==> src/rtl/accel_sample_fifo.sv <==
// accel_sample_fifo: show-ahead FIFO of sequence-tagged {x,y,z} samples with level, overflow and threshold irq
module accel_sample_fifo #(
   parameter int DEPTH     = 16,
   parameter int ADDR_W    = 4,
   parameter int THRESHOLD = 8
) (
   input  logic              sys_clk,
   input  logic              reset,
   input  logic [15:0]       x_data,
   input  logic [15:0]       y_data,
   input  logic [15:0]       z_data,
   input  logic              data_interrupt,
   input  logic              flush,
   input  logic              rd_en,
   output logic [15:0]       rd_x,
   output logic [15:0]       rd_y,
   output logic [15:0]       rd_z,
   output logic [7:0]        rd_seq,
   output logic              empty,
   output logic              full,
   output logic [ADDR_W:0]   level,
   output logic [15:0]       overflow_count,
   output logic              threshold_irq
);
   localparam logic [ADDR_W:0] FULL_LVL = (ADDR_W+1)'(DEPTH);
   localparam logic [ADDR_W:0] TH_LVL   = (ADDR_W+1)'(THRESHOLD);
   localparam logic [ADDR_W:0] TH_PRE   = (ADDR_W+1)'(THRESHOLD - 1);
   logic [55:0]       mem [DEPTH];
   logic [ADDR_W-1:0] wr_ptr, rd_ptr;
   logic [7:0]        seq;
   logic              wr, rd;
   logic [ADDR_W:0]   level_nxt;
   // a pop on a full FIFO frees the slot, so a coincident write is accepted
   always_comb begin
      rd        = rd_en && !empty;
      wr        = data_interrupt && (!full || rd);
      level_nxt = level + (ADDR_W+1)'(wr) - (ADDR_W+1)'(rd);
   end
   // sample storage; contents need no reset since level gates visibility
   always_ff @(posedge sys_clk)
      if (wr && !flush) mem[wr_ptr] <= {seq, x_data, y_data, z_data};
   // head entry straight from the registered read pointer
   always_comb {rd_seq, rd_x, rd_y, rd_z} = mem[rd_ptr];
   // pointers, level/flags, sequence tag, overflow count and threshold pulse
   always_ff @(posedge sys_clk or posedge reset)
      if (reset) begin
         wr_ptr         <= '0;
         rd_ptr         <= '0;
         level          <= '0;
         empty          <= 1'b1;
         full           <= 1'b0;
         seq            <= '0;
         overflow_count <= '0;
         threshold_irq  <= 1'b0;
      end else begin
         seq <= seq + 8'(data_interrupt);
         if (flush) begin
            wr_ptr         <= '0;
            rd_ptr         <= '0;
            level          <= '0;
            empty          <= 1'b1;
            full           <= 1'b0;
            overflow_count <= '0;
            threshold_irq  <= 1'b0;
         end else begin
            wr_ptr        <= wr_ptr + ADDR_W'(wr);
            rd_ptr        <= rd_ptr + ADDR_W'(rd);
            level         <= level_nxt;
            empty         <= level_nxt == '0;
            full          <= level_nxt == FULL_LVL;
            threshold_irq <= level == TH_PRE && level_nxt == TH_LVL;
            if (data_interrupt && !wr && overflow_count != 16'hFFFF)
               overflow_count <= overflow_count + 16'd1;
         end
      end
endmodule

==> config.mk <==
export PLATFORM = sky130hd
export DESIGN_NAME = accel_sample_fifo
export DESIGN_NICKNAME = d
export VERILOG_FILES = /design/src/rtl/accel_sample_fifo.sv
export SDC_FILE = /design/constraint.sdc
export NUM_CORES = 1
export LEC_CHECK = 0
export CAP_MARGIN = 40
export CORE_UTILIZATION = 55
export CTS_CLUSTER_SIZE = 24
export DETAILED_ROUTE_END_ITERATION = 10
export GPL_TIMING_DRIVEN = 0
export PLACE_DENSITY_LB_ADDON = 0.12
export RECOVER_POWER = 100
export SLEW_MARGIN = 15
export SYNTH_ARGS = -nofsm -noshare
export SYNTH_HDL_FRONTEND = slang
export SYNTH_SLANG_ARGS = --single-unit
==> constraint.sdc <==
create_clock -name sys_clk -period 5.5 [get_ports sys_clk]
set_clock_uncertainty 0.15 [all_clocks]
set_input_delay 0.825 -clock sys_clk [delete_from_list [all_inputs] [get_ports sys_clk]]
set_output_delay 0.825 -clock sys_clk [all_outputs]
set_load 0.02 [all_outputs]
# Word level (Yosys, flattened, before mapping)
# Memory sizes are Yosys's and may differ from the RTL's.
# Index checks and enable logic that the tools add are counted.
# word_totals
out_inout_bits,80
reg_bits,40
ramBits,896
mem_count,1
input_bits,53
word_cells,42
# op_classes
muxes,10
n_eq_ne,4
n_reduce_logical,13
add_sub_neg,6
# memory_table
name,depth,word_bits,read_ports,rd_ports_with_merged_regs,write_ports,line_no,source
mem,16,56,1,0,1,28,logic [55:0] mem [DEPTH];
# op_table
op,count
2-to-1 mux 16 bit,2
"adder 16 x 1 -> 16 bit, second input constant",1
"!= test 16 bit, second input constant",1
adder 4 x 1 -> 4 bit,2
adder 8 x 1 -> 8 bit,1
2-to-1 mux 4 bit,2
logical AND 1 bit,6
adder 5 x 1 -> 5 bit,1
"== test 5 x 3 -> 1 bit, second input constant",1
"== test 5 x 4 -> 1 bit, second input constant",1
"== test 5 bit, second input constant",1
zero test 5 bit,1
2-to-1 mux 1 bit,5
2-to-1 mux 5 bit,1
subtractor 5 x 1 -> 5 bit,1
zero test 1 bit,4
nonzero test 2 bit,1
logical OR 1 bit,1

# Depth between registers and ports, before layout
# depth
depth_word,9
ltp_mapped,12
mapped_depth_nobuf,11

# Worst setup path after synthesis
# No wires, ideal clock.
# synth_timing
path_kind,in2reg
startpoint,in rd_en
endpoint,mem mem[0][0] (enable)
n_path_buf,1
required_ns,4.811
t_arrival_ns,5.657
setup_slack_ns,-0.846
cell_stages,5
setup_ns,0.539
path_cell_list,nand2b_1 -> clkbuf_1 -> a211oi_1 -> or3b_1 -> nor3_1
# synth_between
elab_chain_len,6
# synth_rtl
item,line_no,source
from (decl),14,"input logic rd_en,"
logical AND 1 bit,35,rd = rd_en && !empty;
logical OR 1 bit,36,wr = data_interrupt && (!full || rd);
logical AND 1 bit,36,
logical AND 1 bit,41,"if (wr && !flush) mem[wr_ptr] <= {seq, x_data, y_data, z_data};"
2-to-1 mux 1 bit,41,
2-to-1 mux 1 bit (not written as such),41,
to (decl),28,
# Every way passes these cells.

# Worst setup path after layout
# layout_timing
startpoint,reg rd_ptr[1]
endpoint,out rd_x[10]
# layout_between
elab_chain_len,1
# layout_rtl
item,line_no,source
from (decl),29,"logic [ADDR_W-1:0] wr_ptr, rd_ptr;"
from (signal assigned),67,rd_ptr <= rd_ptr + ADDR_W'(rd);
memory (16 x 56 bit),--,
to (decl),15,"output logic [15:0] rd_x,"
# Every way passes these cells.

==> results.json <==
{
  "status": "finished, violations left",
  "violations": "capacitance limit, slew limit",
  "r2r_cells": 8,
  "final_max_slew_viol_count": 157,
  "layout_commonest_cell": "edfxtp_1",
  "placed_area_mm2": 0.0399,
  "slew_headroom": -0.442,
  "synth.cell_area_mm2": 0.0361,
  "coreArea_mm2": 0.0647,
  "fin_setup_tns_ns": 0,
  "ios": 133,
  "synth-seq-cells": 936,
  "multiInputGateArea_mm2": 0.00765,
  "register_area_mm2": 0.0279,
  "yosysUniqueCellTypes": 49,
  "critical_path_buf_inv_count": 4,
  "critPathRequiredTime_ns": 4.53,
  "io_buffer_count": 132,
  "ys.flop_type": "edfxtp_1",
  "start_kind": "flip-flop",
  "wl_um": 76600,
  "first_global_vias": 17258,
  "postCtsSetupBuffers": 0,
  "end_kind": "output pin",
  "ys_warn_count": 0,
  "cts_root_buf": "clkbuf_16",
  "vdd_drop_max_v": 0.000343,
  "period_needed_ns": 5.07,
  "grt_overflow": 0,
  "fmaxAchievable_mhz": 197,
  "syn2layout_area_growth_pct": 16.5,
  "p_int_mw": 12.9,
  "path_clk_slew_ns": 0.06,
  "power_density_mw_per_mm2": 398,
  "crit_cells": 6,
  "worst_slack_ns": 0.426,
  "die_area_mm2": 0.0667,
  "fillCellCount": 4259,
  "startpoint": "rd_ptr[1]$_DFF_PP0_",
  "final_hold_viol_count": 0,
  "firstDrtPassIters": 5,
  "h-tree-depth": 3,
  "final_cell_mix": "896 x edfxtp_1, 213 x mux4_2, 126 x dlygate4sd3_1",
  "final_cell_area_mm2": 0.0421,
  "nets": 1820,
  "path_cells": "buf_2 > buf_2 > clkbuf_1 > mux4_2 > mux4_2 > dlygate4sd3_1",
  "ant_nets": 0,
  "cp.arrival_ns": 4.10,
  "gr-usage-all-layers": 0.237,
  "grt_pass1_wl_um": 113000,
  "pwr-share-seq": 0.493,
  "syn-num-nets": 1525,
  "hp-class": "flip-flop to flip-flop",
  "power_frac_clock": 0.371,
  "cts_hold_buf": 0,
  "wl_per_cell_um": 28.5,
  "power.leakage_nw": 13.3,
  "synth-async-reset-ratio": 0.0427,
  "drt-initial-drc-count": 1504,
  "worst_pin_slew_ns": 2.15,
  "netSwitchingFraction": 0.231,
  "combPwrFrac": 0.136,
  "cts_buffers": 93,
  "timing.final.crit_share": 0.923,
  "setup_viol_count_final": 0,
  "cts-resized-gates": 0,
  "synthCells": 1459,
  "synth_edf_count": 896,
  "grt_max_degree": 33,
  "die_width_um": 258,
  "slowest_stage": "clkbuf_1",
  "cp_slowest_stage_delay_ns": 0.68,
  "p_total_mw": 16.7,
  "rsz0062_at_grt": "false",
  "die_h_um": 258,
  "start_util": 0.558,
  "row_count": 93,
  "hold_depth": 1,
  "clock_latency_ns": 0.63,
  "hp-start": "level[3]$_DFF_PP0_",
  "synth-seq-area-share": 0.773,
  "max-cap-violations": 8,
  "p_switching_mw": 3.86,
  "cp_top_family": "buffers and inverters",
  "place_ws_ns": 1.07,
  "num_vias": 16473,
  "crit_type": "flip-flop to output pin",
  "hpwlAfterDp_um": 50400,
  "cts.sinks": 936,
  "syn_avg_cell_area_um2": 24.8,
  "antenna_found_initial": 8,
  "drc": 0,
  "vias_per_cell": 6.14,
  "cts_max_path_buffers": 3,
  "place_congestion": 0.751,
  "worstPathMaxFanout": 10,
  "drive_above_1_share": 0.221,
  "reg2reg_from": "empty$_DFF_PP1_",
  "cts_tree": "built"
}
==> synthesized netlist by cell type, drive strengths merged, types with 2 or more instances <==
cell | n | area share
xnor2 | 7 | 0.0017
nor4 | 5 | 0.0010
mux4 | 280 | 0.18
nand3b | 2 | 0.00042
nand2b | 3 | 0.00052
mux2 | 6 | 0.0019
dfrtp | 39 | 0.027
nor2b | 11 | 0.0019
inv | 11 | 0.0011
and3 | 3 | 0.00052
buf | 42 | 0.011
nor2 | 26 | 0.0027
clkbuf | 26 | 0.0027
ha | 12 | 0.0042
a31oi | 2 | 0.00035
nor3 | 9 | 0.0012
nand2 | 15 | 0.0016
o31ai | 4 | 0.00083
a21o | 2 | 0.00042
edfxtp | 896 | 0.75
o21ai | 2 | 0.00028
nand3 | 8 | 0.0011
o41ai | 2 | 0.00049
or4 | 5 | 0.0010
and2 | 3 | 0.00052
a21oi | 10 | 0.0014
nand4 | 6 | 0.0012
or3 | 2 | 0.00035
xor2 | 7 | 0.0017
==> layout make-up <==
cell class	instances	share of cell area
multi-input combinational	444	0.182
tap	855	0.0254
sequential	936	0.663
buffer	68	0.0121
clock buffer	119	0.0599
antenna	4	0.000238
inverter	11	0.000982
timing repair buffer	200	0.0446
clock inverter	48	0.0114
==> power groups by stage <==
stage | clock network, mW | logic (mW) | registers, mW
2_1_floorplan | 0 | 1.52 | 8.37
3_3_place_gp | 0 | 2.32 | 8.39
3_5_place_dp | 0 | 2.41 | 8.41
4_1_cts | 6.32 | 2.42 | 8.26
5_1_grt | 6.57 | 2.43 | 8.28
6_report | 6.21 | 2.28 | 8.26
==> logic make-up (layout without fill, tap and decap cells) <==
kind of cell / count (synthesis) / count (layout) / synth area share
compound gates: 26 / 26 / 0.00464
xor+xnor: 14 / 14 / 0.00340
fa+ha+maj: 13 / 13 / 0.00471
buf+inv: 79 / 446 / 0.0152
flops: 936 / 936 / 0.773
mux: 287 / 287 / 0.184
other cells: 0 / 4 / 0
simple gates: 104 / 104 / 0.0155
==> through the flow <==
stage	hold slack [ns]	utilization	cells
2_1_floorplan	0.430	-	1459
3_3_place_gp	0.349	0.595	2446
3_5_place_dp	0.371	0.617	2510
4_1_cts	0.258	0.664	2677
5_1_grt	0.395	0.650	2682
6_report	0.355	0.650	2685
==> per-layer routing <==
metal  wire length [um]  track usage  vias to the layer above
met3               4400       0.0384                      125
li1                   -            -                     6951
met4               1710       0.0615                        8
met2              39200        0.400                      522
met1              31300        0.328                     8867
met5                 50            0                        -
==> worst paths after layout <==
kind | endpoint | slack [ns]
setup / recovery | rd_x[10] | 0.43
hold / removal | threshold_irq$_DFF_PP0_ | 0.36
setup reg to reg | mem[12][29]$_DFFE_PP_ | 0.81
hold reg to reg | threshold_irq$_DFF_PP0_ | 0.36
max in group asynchronous | full$_DFF_PP0_ | 2.75
min in group asynchronous | seq[7]$_DFF_PP0_ | 0.46
==> sequential cells by signal, summed over array words and instances (netlist names) <==
signal	count
empty	1
full	1
level	5
mem	896
overflow_count	16
rd_ptr	4
seq	8
threshold_irq	1
wr_ptr	4
(Power assumes the default switching activity.)
